**src/rtl/scale_mux_pkg.sv**
```systemverilog
// Shared types and default sizes for the scale_mux arbiter slice.
package scale_mux_pkg;

    localparam int WIDTH_DEF = 8;
    localparam int CNT_W_DEF = 16;

    typedef enum logic {
        PRI_A = 1'b0,
        PRI_B = 1'b1
    } prio_t;

endpackage

```
**src/rtl/scale_mux.sv**
```systemverilog
// Plain 2:1 payload selector; picks in_a when sel_a is high.
module scale_mux
    import scale_mux_pkg::*;
#(
    parameter int WIDTH = WIDTH_DEF
) (
    input  logic [WIDTH-1:0] in_a,
    input  logic [WIDTH-1:0] in_b,
    input  logic             sel_a,
    output logic [WIDTH-1:0] out
);

    assign out = sel_a ? in_a : in_b;

endmodule

```
**src/rtl/scale_mux_arb.sv**
```systemverilog
// Two-source round-robin arbiter feeding a one-deep registered output stage,
// with saturating per-source grant counters.
//
// state | meaning
// PRI_A | source A wins when both sources are valid
// PRI_B | source B wins when both sources are valid
module scale_mux_arb
    import scale_mux_pkg::*;
#(
    parameter int WIDTH = WIDTH_DEF,
    parameter int CNT_W = CNT_W_DEF
) (
    input  logic             clk,
    input  logic             rst,
    input  logic [WIDTH-1:0] a_data,
    input  logic             a_valid,
    output logic             a_ready,
    input  logic [WIDTH-1:0] b_data,
    input  logic             b_valid,
    output logic             b_ready,
    output logic [WIDTH-1:0] out_data,
    output logic             out_valid,
    input  logic             out_ready,
    output logic             sel_a,
    output logic [CNT_W-1:0] cnt_a,
    output logic [CNT_W-1:0] cnt_b
);

    prio_t            state_q, state_d;
    logic [WIDTH-1:0] out_data_q, out_data_d;
    logic             out_valid_q, out_valid_d;
    logic             sel_a_q, sel_a_d;
    logic [CNT_W-1:0] cnt_a_q, cnt_a_d;
    logic [CNT_W-1:0] cnt_b_q, cnt_b_d;
    logic             load;
    logic             grant_a;
    logic             grant_b;
    logic [WIDTH-1:0] mux_out;

    scale_mux #(.WIDTH(WIDTH)) u_mux (
        .in_a  (a_data),
        .in_b  (b_data),
        .sel_a (grant_a),
        .out   (mux_out)
    );

    always_ff @(posedge clk) begin
        if (rst) begin
            state_q     <= PRI_A;
            out_data_q  <= '0;
            out_valid_q <= 1'b0;
            sel_a_q     <= 1'b0;
            cnt_a_q     <= '0;
            cnt_b_q     <= '0;
        end else begin
            state_q     <= state_d;
            out_data_q  <= out_data_d;
            out_valid_q <= out_valid_d;
            sel_a_q     <= sel_a_d;
            cnt_a_q     <= cnt_a_d;
            cnt_b_q     <= cnt_b_d;
        end
    end

    always_comb begin
        state_d     = state_q;
        out_data_d  = out_data_q;
        out_valid_d = out_valid_q;
        sel_a_d     = sel_a_q;
        cnt_a_d     = cnt_a_q;
        cnt_b_d     = cnt_b_q;

        // The output slot can take a new beat when empty or being drained now.
        load    = !out_valid_q || out_ready;
        grant_a = !rst && load && a_valid && (!b_valid || state_q == PRI_A);
        grant_b = !rst && load && b_valid && (!a_valid || state_q == PRI_B);

        if (grant_a) begin
            state_d = PRI_B;
            if (cnt_a_q != {CNT_W{1'b1}}) cnt_a_d = cnt_a_q + CNT_W'(1);
        end else if (grant_b) begin
            state_d = PRI_A;
            if (cnt_b_q != {CNT_W{1'b1}}) cnt_b_d = cnt_b_q + CNT_W'(1);
        end

        if (grant_a || grant_b) begin
            out_data_d  = mux_out;
            sel_a_d     = grant_a;
            out_valid_d = 1'b1;
        end else if (out_ready) begin
            out_valid_d = 1'b0;
        end
    end

    assign a_ready   = grant_a;
    assign b_ready   = grant_b;
    assign out_data  = out_data_q;
    assign out_valid = out_valid_q;
    assign sel_a     = sel_a_q;
    assign cnt_a     = cnt_a_q;
    assign cnt_b     = cnt_b_q;

endmodule

```
**config.mk**
```make
export PLATFORM = sky130hd
export DESIGN_NAME = scale_mux_arb
export DESIGN_NICKNAME = d
export VERILOG_FILES = /design/src/rtl/scale_mux_pkg.sv /design/src/rtl/scale_mux.sv /design/src/rtl/scale_mux_arb.sv
export SDC_FILE = /design/constraint.sdc
export NUM_CORES = 1
export LEC_CHECK = 0
export CAP_MARGIN = 20
export CORE_MARGIN = 2
export CORE_UTILIZATION = 35
export DETAILED_ROUTE_END_ITERATION = 16
export SLEW_MARGIN = 20
export SYNTH_ARGS = -nofsm -noshare
export SYNTH_HDL_FRONTEND = slang
export SYNTH_HIERARCHICAL = 1
export SYNTH_SLANG_ARGS = --single-unit
```
**constraint.sdc**
```tcl
create_clock -name clk -period 4.4 [get_ports clk]
set_input_delay 0.44 -clock clk [delete_from_list [all_inputs] [get_ports clk]]
set_output_delay 0.44 -clock clk [all_outputs]
set_load 0.01 [all_outputs]
```
Word-level counts from Yosys, hierarchy flattened
Cells that the tools add are included.
Word-level totals
  bits of input ports: 21
  latch bits: 0
  bits in registers: 43
  output and inout port bits: 44
  bits in writable memories: 0
  memories: 0
  ROM bits: 0
  logic and storage cells: 34
Operators by class
  add/subtract/negate cells: 2
  magnitude comparators: 0
  bitwise gates (word level): 2
  equality and inequality tests: 2
  multiply operators: 0
  muxes and demuxes: 5
  div/mod/pow operators: 0
  shift operators: 0
  reductions and logical operators: 17
Operators by type and width (count)
  $add 16x1->16 const B: 2
  $ne 16x16->1 const B: 2
  $mux 8: 1
  $logic_and 1x1->1: 5
  $logic_not 1->1: 4
  $logic_or 1x1->1: 4
  $mux 1: 4
  $reduce_bool 2->1: 2
  $reduce_and 3->1: 1
  $not 1->1: 2
  $reduce_and 2->1: 1

Depth between registers and ports, before layout
  depth in word-level cells: 7
  gate-level depth with buffers: 7
  gate-level depth less buffers: 6

By module
Netlist, hierarchy kept.
Modules (own cells, without submodules)
  scale_mux_arb: instances 1, cells each 218, area each 1954.4 µm², seq. area each 840.8 µm²
  scale_mux: instances 1, cells each 9, area each 131.4 µm², seq. area each 0.0 µm²

Worst setup path before layout
No wires, ideal clock.
  path kind: register to register
  start point: reg cnt_a_q[0] (netlist: cnt_a[0])
  end point: reg cnt_a_q[11] (netlist: cnt_a[11])
  cell stages (with the launch flop): 8
  required time: 4.329 ns
  buffers on the path: 1
  library setup time: 0.071 ns
  slack: 2.359 ns
  arrival: 1.971 ns
  clock period less this slack: 2.041 ns
  cell sequence: dfxtp_1 > ha_1 > and3_1 > nor4b_4 > or3_1 > buf_6 > or4_1 > a21oi_1
On the way
  cells in the longest elaborated chain, start to end: 2
  elaborated cells between the ends (all ways): 3
  classes of those cells: add/sub: 1; eq/ne: 1; reduce/logical: 1
Ends and longest elaborated chain
  from (decl): line scale_mux_arb.sv:33  | logic [CNT_W-1:0] cnt_a_q, cnt_a_d;
  from (signal assigned): line scale_mux_arb.sv:60  | cnt_a_q <= cnt_a_d;
  branches (longest 2 deep; another with $add 16x1->16)
Parallel ways; which one is timed is not known.
A chain may end at the register's enable or synchronous reset.

Final worst setup path
  start point: in rst
  end point: out a_ready
On the way
  cells in the longest elaborated chain, start to end: 4
Ends and longest elaborated chain
  from (decl): line scale_mux_arb.sv:14  | input logic rst,
  $logic_not 1->1: line scale_mux_arb.sv:75  | grant_a = !rst && load && a_valid && (!b_valid || state_q == PRI_A);
  $logic_and 1x1->1 (3 in series): line scale_mux_arb.sv:75
  to (decl): line scale_mux_arb.sv:17  | output logic a_ready,
Every way passes these cells.

==> results.txt <==
The synthesized flop and latch total came out at 42. For the pin with the worst max-slew slack, the measured transition is 638.8 ps. Global routing consumed, on the met2 layer, 25.45% of the routing resources. The maximum clock skew at final layout came out at around 8.9 ps. The die covers 6593 um^2. Entering global routing, the biggest net connects 40 pins. The global placer's final weighted congestion came out at 0.8470. The xor/xnor share of the synthesized area is 7.978%. The number of H-tree levels came out at 2. Summing the areas of all fa, ha and maj instances in the mapped netlist gives under 10% of the synthesized area. In this run the tool buffered the top-level ports with 64 buffer cells. The post-CTS setup repair buffer count is 0.

After synthesis, the cell types taking the most area are dfxtp_1 40%, xnor2_1 7.1%, nor2_1 6.3%, mux2i_1 5.8%, mux2_4 5.8%. The mean cell area of the mapped netlist is 9.188 um^2. The first-pass GRT wire length came out at 8176 um.

In the synthesized netlist the async set-or-reset flop fraction comes to 0%. The number of synthesized flops with an enable pin is 0. Following the worst setup path forward leads to its endpoint at a_ready. The die width came out at slightly above 80 um. The sum of routed wire length over all layers is 4774 um. In this run the power density over the cells is ~270 nW/um^2. The quantity of gates resized following cts is 0. The headroom to the max-slew limit came out at roughly 57%. The net count after synthesis is 250. The worst hold slack after final layout came out at 507.0 ps. The layout overhead on the synthesized area came out at 39.35%.

The routed layout has 1897 vias. The startpoint of the worst setup timing path is rst. The global-route track usage on met3 came out at under 10%. The setup path with the least slack is of type input pin to output pin. The synthesized netlist devotes 6.359% of its cell area to compound gates. Multiplexer cells account for between 10% and 20% of the synthesized area. The clock reaches the later pin of the worst-skew pair after a little under 300 ps. The cell type with the largest total area after synthesis is dfxtp_1. Cells with a size suffix above 1 make up under 10% of the layout. After the last flow step, the layout net total stands at 316. The flow ran to the end, and the final reports show no timing, DRC or antenna violations. The overall fraction of global-route tracks in use is 15.76%. The worst min-delay path category is flop to flop. The kind of launch point of the worst setup path is an input pin. After synthesis, the largest family of logic cells by area is simple AND/OR/NAND/NOR gates. The number of iterations in the first detailed-routing pass came out at 4. The slowest stage of the critical path belongs to the cell clkdlybuf4s50_1.

Walking the worst path, the cells encountered are clkdlybuf4s50_1 > buf_4 > bufinv_8 > nand3_2 > inv_1 > clkdlybuf4s50_1. The number of global-route vias before repair came out at 1803. Measured in cells, the most critical reg-to-reg path has a length of 6. Setup violations remaining at the end of the flow were counted as 0. The final routed DRC violation total came out at 0. For this run, the leading register cell type out of synthesis is dfxtp_1. Counting stages on the worst path, the most repeated cell is clkdlybuf4s50_1. The number of instances in the synthesized netlist came out at 227. Counting instances in the post-synthesis netlist gives the leading cell types as 42 x dfxtp_1, 35 x nor2_1, 18 x nand2_1. The number of top-level pins came out at between 60 and 70. The share of the synthesized area in the top cell type came out at between 40 and 50%. The per-cell via count in the routed design is 5.155. The hold buffer count at cts is 0. The number of clock buffers added by TritonCTS is 5. The number of antenna diodes in the final layout is 0. For this block, the initial DRC count from the detailed router was 36. The layer with the highest usage is met2. The initial antenna violation count came out at 0. Sequential elements use 40.31% of the synthesized area.

The number of warnings reported in the yosys synthesis log is 6. The number of max-capacitance violations reported came out at 0. The number of pins exceeding their max-slew limit in the final report is 0. In this run the critical register-to-register path is launched from cnt_a[0]$_SDFFE_PP0P_. The initial core utilization came out at 35.65%.

Across the VDD grid, the largest voltage drop is 0.1725 mV. The endpoint of the worst-slack reg-to-reg timing path is cnt_a[11]$_SDFFE_PP0P_. The arrival time at the worst endpoint came out at 2540 ps. TritonCTS built the clock tree. The highest achievable clock rate is 0.3351 GHz. The number of hold violations in the final report came out at 0. In the post-synthesis netlist, the cell with the most instances is dfxtp_1. The placed instance area came out at 2794 um^2.

The share of the clock period used by the worst path came out at 67.82%. Data on the critical path is required at its endpoint by approximately 4000 ps. The number of cell rows came out at 28.

The clock transition at the registers of the reported paths came out at 70 ps. Cells fill about 50% of the core in the end. The core outline area is 5851 um^2. The final standard cell area without fillers came out at 2907 um^2.

The number of buffers on the longest clock path came out at 2. The largest driver fanout on the critical path is 39. Clock tree synthesis found a total of 42 sinks.

Setup repair after global routing left no endpoint under its margin. The post-DP HPWL is 3411 um. For this design the static power due to leakage is between 1 and 1.5 nW. The clock root buffer is clkbuf_8. The post-layout total power came out at 798.0 uW. Adding up every negative setup slack in the final design gives 0 ps.

STA classifies the critical path endpoint as an output pin. Counting I/O delays and the setup requirement, the final critical path takes 2984 ps. For met1 alone, demand over resource in global routing was 20.16%. After detailed routing, the average wire length per cell comes to 12.97 um. The mapped netlist covers ~2100 um^2. In this design, the stage delay of the slowest critical-path cell is 650 ps. In this run the remaining antenna-violating nets after routing total 0. The register-to-register path setup slack came out at 2250 ps.

For this run the aggregate overflow at the end of global routing stands at 0. The die height is 81.20 um. The number of distinct standard cells referenced by the synthesized netlist is 42. The synthesized-area fraction occupied by and/or/nand/nor cells is 28.01%.
where the power goes:
group / total, mW / internal [mW] / switching (mW)
Sequential: 0.396 / 0.389 / 0.00691
Combinational: 0.0943 / 0.0570 / 0.0373
Clock: 0.308 / 0.182 / 0.126
registers in the layout (all words and copies together), names as in the netlist:
name,flops
state_q,1
cnt_b,16
cnt_a,16
out_data,8
out_valid,1
worst min-delay path by stage:
stage	slack (ps)	from	endpoint	depth (start not counted)
floorplan	510	cnt_a[5]$_SDFFE_PP0P_	cnt_a[5]$_SDFFE_PP0P_	1
global placement	480	out_data[6]$_SDFFE_PP0P_	out_data[6]$_SDFFE_PP0P_	2
detailed placement	490	out_data[4]$_SDFFE_PP0P_	out_data[4]$_SDFFE_PP0P_	2
CTS	520	out_data[1]$_SDFFE_PP0P_	out_data[1]$_SDFFE_PP0P_	2
global route	540	out_data[4]$_SDFFE_PP0P_	out_data[4]$_SDFFE_PP0P_	2
finish	510	out_data[1]$_SDFFE_PP0P_	out_data[1]$_SDFFE_PP0P_	2
cells in the final DEF, fill, tap and decap left out, drive strengths merged, types with 2 or more instances in the layout:
cell type / n
bufinv: 2
or3: 5
xor2: 2
nand4: 11
mux2i: 12
nand3: 8
clkdlybuf4s50: 64
inv: 4
ha: 2
and3: 3
nor4: 9
nor3: 12
mux2: 10
clkbuf: 6
nor2: 36
or2b: 2
nor2b: 2
xnor2: 17
dfxtp: 42
nor4b: 2
buf: 2
a21oi: 6
o21ai: 3
nand2: 18
per-stage QoR:
step / setup WS (ps) / instances
after floorplan: 2359 / 227
after global placement: 1393 / 361
after detailed placement: 1380 / 361
after CTS: 1379 / 368
after global routing: 1315 / 368
final: 1416 / 368
worst max-delay path: cells and delay by family:
family	cells	cell delay, ps
buffers and inverters	5	2020
and+or+nand+nor	1	80
area by class of cell:
class                   count  area [um^2]
clock buffers               6        82.58
repair buffers             66        655.6
clock inverters             1        30.03
multi-input cells         173         1171
flip-flops and latches     42        840.8
fillers                   570         2944
inverters                   5        32.53
well taps                  75        93.84
kinds of logic (layout without fill, tap and decap cells):
group           Yosys count  in the layout
mux                      22             22
fa+ha+maj                 2              2
xor+xnor                 19             19
buf+inv                  12             78
simple gates            111            111
compound gates           19             19
flops                    42             42
layer usage:
metal	vias up	routed length, um
met5	-	0
met4	0	72
met3	9	296
met2	69	2176
met1	877	2228
li1	942	-
Power figures use the tool's default switching activity.
